[src/rtl/mem_burst_master.sv]
// mem_burst_master: read/write burst initiator for a single-port synchronous-read RAM.
// Ports:
//   clk, rst                                    clock and synchronous active-high reset
//   i_cmd_valid/o_cmd_ready, i_cmd_write,
//   i_cmd_adr, i_cmd_len                        burst command (len = beats - 1)
//   i_wr_valid/o_wr_ready, i_wr_data            write beat stream into the RAM
//   o_rd_valid/i_rd_ready, o_rd_data            read beat stream out of the RAM
//   o_busy, o_done                              burst in progress / end-of-burst pulse
//   o_adr, o_dat_w, o_we, i_dat_r               RAM port
module mem_burst_master #(
    parameter int ADDR_W = 4,
    parameter int DATA_W = 8
) (
    input  logic              clk,
    input  logic              rst,
    input  logic              i_cmd_valid,
    output logic              o_cmd_ready,
    input  logic              i_cmd_write,
    input  logic [ADDR_W-1:0] i_cmd_adr,
    input  logic [ADDR_W-1:0] i_cmd_len,
    input  logic              i_wr_valid,
    output logic              o_wr_ready,
    input  logic [DATA_W-1:0] i_wr_data,
    output logic              o_rd_valid,
    input  logic              i_rd_ready,
    output logic [DATA_W-1:0] o_rd_data,
    output logic              o_busy,
    output logic              o_done,
    output logic [ADDR_W-1:0] o_adr,
    output logic [DATA_W-1:0] o_dat_w,
    output logic              o_we,
    input  logic [DATA_W-1:0] i_dat_r
);
    typedef enum logic [1:0] {IDLE, WR, RD_FILL, RD_DATA} state_t;
    state_t            r_state, w_state_n;
    logic [ADDR_W-1:0] r_cur, r_left, w_cur_n, w_left_n, w_cur_inc;
    logic              r_done, w_done_n, w_last, w_beat;
    assign w_cur_inc = r_cur + 1'b1;
    assign w_last    = r_left == '0;
    assign w_beat    = (r_state == WR && i_wr_valid) || (r_state == RD_DATA && i_rd_ready);
    always_ff @(posedge clk) begin
        if (rst) begin
            r_state <= IDLE;
            r_cur   <= '0;
            r_left  <= '0;
            r_done  <= 1'b0;
        end else begin
            r_state <= w_state_n;
            r_cur   <= w_cur_n;
            r_left  <= w_left_n;
            r_done  <= w_done_n;
        end
    end
    always_comb begin
        w_state_n = r_state;
        w_cur_n   = r_cur;
        w_left_n  = r_left;
        w_done_n  = 1'b0;
        case (r_state)
            IDLE: if (i_cmd_valid) begin
                w_cur_n   = i_cmd_adr;
                w_left_n  = i_cmd_len;
                w_state_n = i_cmd_write ? WR : RD_FILL;
            end
            RD_FILL: w_state_n = RD_DATA;
            default: if (w_beat) begin
                if (w_last) begin
                    w_state_n = IDLE;
                    w_done_n  = 1'b1;
                end else begin
                    w_cur_n  = w_cur_inc;
                    w_left_n = r_left - 1'b1;
                end
            end
        endcase
    end
    assign o_cmd_ready = !rst && r_state == IDLE;
    assign o_wr_ready  = !rst && r_state == WR;
    assign o_we        = o_wr_ready && i_wr_valid;
    assign o_rd_valid  = !rst && r_state == RD_DATA;
    assign o_rd_data   = i_dat_r;
    assign o_busy      = !rst && r_state != IDLE;
    assign o_done      = !rst && r_done;
    assign o_dat_w     = i_wr_data;
    // Read-ahead: on an accepted non-final beat present the next address now so
    // the synchronous RAM has the following beat ready one cycle later.
    assign o_adr       = (r_state == RD_DATA && i_rd_ready && !w_last) ? w_cur_inc : r_cur;
endmodule

[config.mk]
export PLATFORM = sky130hd
export DESIGN_NAME = mem_burst_master
export DESIGN_NICKNAME = d
export VERILOG_FILES = /design/src/rtl/mem_burst_master.sv
export SDC_FILE = /design/constraint.sdc
export NUM_CORES = 1
export LEC_CHECK = 0
export BUFFER_PORTS_ARGS = -buffer_cell sky130_fd_sc_hd__buf_2
export CELL_PAD_IN_SITES_DETAIL_PLACEMENT = 1
export CELL_PAD_IN_SITES_GLOBAL_PLACEMENT = 1
export CORE_ASPECT_RATIO = 1.1
export CORE_MARGIN = 5
export CORE_UTILIZATION = 30
export DETAILED_ROUTE_END_ITERATION = 10
export PLACE_DENSITY = 0.94
export SYNTH_ARGS = -nofsm -noshare
export SYNTH_HDL_FRONTEND = slang
export SYNTH_SLANG_ARGS = --single-unit
[constraint.sdc]
create_clock -name clk -period 2.5 [get_ports clk]
set_input_delay 0.25 -clock clk [delete_from_list [all_inputs] [get_ports clk]]
set_output_delay 0.25 -clock clk [all_outputs]
set_load 0.03 [all_outputs]
==> Word level (Yosys, flattened, before mapping) <==
Index checks and enable logic that the tools add are counted.
{ "word_totals": {"out_inout_bits": 26, "in_bits": 30, "register_bits": 11, "elab_cells": 49} }
{ "classes": {"bitwise_logic": 2, "n_eq_ne": 5, "n_reduce_logical": 21, "add_sub_neg": 2, "muxes": 15} }
{ "ops": {"columns": ["op", "count"], "rows": [
  ["$mux 4", 7],
  ["$pmux 4 s2", 2],
  ["$logic_and 1x1->1", 9],
  ["$mux 2", 4],
  ["$reduce_bool 3->1", 2],
  ["$add 4x1->4 const B", 1],
  ["$eq 2x2->1 const B", 2],
  ["$logic_not 4->1", 1],
  ["$pmux 2 s2", 1],
  ["$reduce_and 4->1", 1],
  ["$reduce_bool 2->1", 2],
  ["$reduce_or 4->1", 1],
  ["$sub 4x1->4 const B", 1],
  ["$reduce_and 3->1", 1],
  ["$eq 2x1->1 const B", 1],
  ["$logic_not 1->1", 2],
  ["$logic_not 2->1", 1],
  ["$ne 2x1->1 const B", 1],
  ["$ne 2x2->1 const B", 1],
  ["$not 1->1", 2],
  ["$logic_or 1x1->1", 1],
  ["$mux 1", 1]
]} }

==> Depth between registers and ports, before layout <==
{ "logic_depth": {"depth_word": 5, "mapped_depth": 6, "depth_no_buf": 6} }

==> Least setup slack after synthesis <==
No wires, ideal clock.
{ "synth_path": {"kind": "reg2out", "start": "reg r_state[0]", "end": "out o_we", "stages_incl_launch_ff": 4, "t_required_ps": 2250, "setup_slack_ps": 564, "arrival_time_ps": 1686, "path_buffers": 1, "path_cell_list": "dfxtp_1 -> clkbuf_8 -> nor3b_1 -> and2_1"} }
{ "synth_between": {"elab_chain_len": 3} }
{ "synth_lines": {"columns": ["element", "line_no", "source"], "rows": [
  ["start, declared", "35", "state_t r_state, w_state_n;"],
  ["start signal, assigned", "48", "r_state <= w_state_n;"],
  ["$eq 2x1->1", "78", "assign o_wr_ready = !rst && r_state == WR;"],
  ["$logic_and 1x1->1", "78", null],
  ["net o_wr_ready", "22", "output logic o_wr_ready,"],
  ["$logic_and 1x1->1", "79", "assign o_we = o_wr_ready && i_wr_valid;"],
  ["end, declared", "31", "output logic o_we,"]
]} }
The timed path passes the listed nets, and every way through them passes these cells.

==> Final worst setup path <==
{ "layout_path": {"start": "reg r_left[0]", "end": "out o_adr[1]"} }
{ "layout_between": {"elab_chain_len": 4} }
{ "layout_lines": {"columns": ["element", "line_no", "source"], "rows": [
  ["start, declared", "36", "logic [ADDR_W-1:0] r_cur, r_left, w_cur_n, w_left_n, w_cur_inc;"],
  ["start signal, assigned", "50", "r_left <= w_left_n;"],
  ["$logic_not 4->1", "39", "assign w_last = r_left == '0;"],
  ["$logic_not 1->1", "87", "assign o_adr = (r_state == RD_DATA && i_rd_ready && !w_last) ? w_cur_inc : r_cur;"],
  ["$logic_and 1x1->1", "87", null],
  ["$mux 4", "87", null],
  ["end, declared", "29", "output logic [ADDR_W-1:0] o_adr,"]
]} }
Every way passes these cells.

==> impl_metrics.csv <==
group,metric,value,unit
yosys,synth_top_area_share,25.6,%
yosys,synth_compound_area_share,20.1,%
clocking,cts-hold-fix-buffers,0,
grt,first_global_vias,800,
yosys,syn_nets,134,
timing,maxSlewHeadroom,70.7,%
hold_path,min_path_type,"in2reg",
worst_setup_path,crit_path_start_kind,"register",
placement,dp_hpwl,1.86,mm
yosys,syn_inst,102,
timing,post-route-period-util,88.7,%
placement,place.gp.congestion,0.842,
floorplan,die_y,66.1,um
worst_setup_path,cp.required,2.25,ns
hold_path,hold_path_startpoint,"i_cmd_adr[2]",
final_layout,stdcell_count,142,
yosys,ys_types,39,
clocking,post_cts_resized,0,
timing,worst_pin_slew,0.439,ns
power_and_ir_drop,p_per_area,658,mW/mm^2
clocking,cts_buffers,3,
route,via_per_inst,5.34,
floorplan,pin_count,56,
grt,grt_antenna_before_repair,0,
yosys,postSynthAreaPerCell,8.43,um^2
timing,drv_slew,0,
run_status,status,"finished, final reports clean",
route,ant_nets,0,
route,drtPass1Iterations,4,
placement,place_inst,138,
grt,grt_pass1_wl,3.85,mm
hold_path,whs_endpoint,"r_cur[2]$_SDFFE_PP0P_",
worst_setup_path,crit_fanout,4,
yosys,synth_xor_xnor_area_share,3.06,%
floorplan,start_util,31.2,%
yosys,synthMuxAreaShare,4.22,%
final_layout,area_growth,3.64,%
yosys,synth_edf_count,0,
clocking,cts_tree,"yes",
yosys,yosysMostFrequentCell,"buf_4",
final_layout,drive_gt1_share,34.9,%
timing,finalHoldViolCount,0,
timing,min_period,2.22,ns
yosys,synth_commonest_cells,"16 x buf_4, 11 x dfxtp_1, 11 x nor2_1",
timing,setup_viol,0,
clocking,cts_buffer_depth,2,
grt,grt.total_usage,12.7,%
hold_path,holdPathStages,3,
clocking,clk_pin_slew_worst_paths,0.08,ns
yosys,async_flop_share,0,%
worst_setup_path,ff2ff_path_depth,6,
placement,place_ws,0.602,ns
route,num_vias,758,
route,drc,0,
worst_setup_path,r2r_setup_slack,0.74,ns
clocking,cts_htree_levels,1,
floorplan,die_x,61.0,um
clocking,post-cts-setup-buffers,0,
timing,fin_ws,0.283,ns
grt,grt_max_degree,19,
route,dr.first_iter.drc_count,10,
floorplan,dieArea,0.00404,mm^2
floorplan,coreArea,0.00275,mm^2
yosys,synth_seq_cells,11,
timing,grt_setup_unrepaired,"false",
power_and_ir_drop,p_leak,0.379,nW
yosys,yosysSeqAreaShare,25.6,%
worst_setup_path,critical_path_arrival,1.97,ns
clocking,cts-root-buf,"clkbuf_4",
worst_setup_path,worstSetupPathType,"reg2out",
yosys,synth_top_flop_cell,"dfxtp_1",
clocking,clkLatencyLatePin,0.27,ns
timing,skew,0.00242,ns
floorplan,num_rows,20,
yosys,synthSimpleGateAreaFrac,24.7,%
placement,portBuffers,23,
power_and_ir_drop,worst_ir_drop_vdd,0.000232,V
final_layout,antenna_cells,0,
yosys,synth_top_family_by_area,"simple AND/OR/NAND/NOR gates",
route,wl,2.37,mm
timing,fin_setup_tns,0,ns
grt,grt_overflow_total,0,
yosys,synthesis.area,860,um^2
yosys,ys.warnings.count,0,
yosys,synth_area_leader_cell,"dfxtp_1",
route,wl_per_cell,16.7,um
clocking,clock-sinks,11,
worst_setup_path,r2r-start,"r_left[0]$_SDFFE_PP0P_",
timing,clock.fmax,451,MHz
flow_run,drv_cap,0,
yosys,synthAdderAreaFrac,2.91,%
final_layout,fin_nets,142,
worst_setup_path,reg2reg_to,"r_left[1]$_SDFFE_PP0P_",
yosys,ys_top_cells_by_area,"dfxtp_1 26%, buf_4 14%, nor2_1 4.8%",
worst_setup_path,crit_path_end_kind,"output port",
final_layout,fill_cells,343,
[layout make-up]
type / instances / area, um^2 / share of cell area (%)
flip-flops and latches: 11 / 220 / 24.7
multi-input cells: 68 / 473 / 53.1
well taps: 33 / 41.3 / 4.63
clock buffers: 4 / 26.3 / 2.95
repair buffers: 24 / 123 / 13.8
inverters: 2 / 7.51 / 0.843
[where the power goes]
group / switching, mW / internal, mW
clock: 0.0681 / 0.0619
combinational: 0.138 / 0.0919
sequential: 0.0297 / 0.197
total: 0.236 / 0.350
[how the worst max path moves through the flow]
stage / slack [ns] / from / endpoint / cells past startpoint
3_3_place_gp: 0.67 / r_left[0]$_SDFFE_PP0P_ / o_adr[1] / 6
2_1_floorplan: 0.56 / r_state[0]$_SDFFE_PP0P_ / o_we / 3
6_report: 0.28 / r_left[0]$_SDFFE_PP0P_ / o_adr[1] / 6
3_5_place_dp: 0.60 / r_left[0]$_SDFFE_PP0P_ / o_adr[1] / 6
4_1_cts: 0.28 / r_left[0]$_SDFFE_PP0P_ / o_adr[1] / 6
5_1_grt: 0.09 / r_left[0]$_SDFFE_PP0P_ / o_adr[1] / 6
[kinds of logic after synthesis]
| family | count (synthesis) |
|---|---|
| compound gates | 20 |
| buf+inv | 23 |
| fa+ha+maj | 2 |
| simple gates | 40 |
| flops | 11 |
| mux | 3 |
| xor+xnor | 3 |
[through the flow]
step	area (um^2)	util [%]	power [mW]	hold WS, ns
floorplan	860	-	0.448	0.412
global placement	865	31.4	0.445	0.471
detailed placement	865	31.4	0.459	0.493
CTS	891	32.4	0.592	0.242
global route	891	32.4	0.622	0.257
finish	891	32.4	0.586	0.248
[sequential cells by signal (all words and copies together) (netlist names)]
signal	count
r_cur	4
r_done	1
r_left	4
r_state	2
[metal layers]
layer  vias to the layer above  global-route usage (%)  wire length, um
met4                         0                    6.78               41
met1                       358                    13.4              937
li1                        363                       -                -
met2                        33                    22.1             1210
met3                         4                    3.71              175
met5                         -                       0                0
[layout by cell type, fill, tap and decap left out]
cell type / count
a2111oi_2: 2
a211oi_1: 3
a21oi_1: 6
a22oi_1: 1
a31oi_1: 1
a32o_2: 1
a32oi_4: 1
and2_1: 1
and3b_2: 1
buf_2: 23
buf_4: 1
clkbuf_1: 1
clkbuf_4: 3
dfxtp_1: 11
ha_1: 2
inv_1: 2
mux2_2: 1
mux2_4: 1
mux2i_1: 1
nand2_1: 3
nand2b_1: 1
nand3_1: 6
nand4_1: 1
nor2_1: 11
nor2_2: 2
nor2b_1: 1
nor3_1: 6
nor3b_1: 3
o21ai_0: 1
o311ai_0: 1
o31ai_1: 2
o32ai_1: 1
or2_2: 1
or3_1: 2
or3b_4: 1
xnor2_1: 1
xor2_1: 2
[worst max-delay path: stages (launching register included)]
cell	delay [ns]
dfxtp_1	0.35
inv_1	0.08
ha_1	0.20
nor3b_1	0.40
nor2_1	0.17
mux2_2	0.30
buf_2	0.18
(Power assumes the default switching activity.)
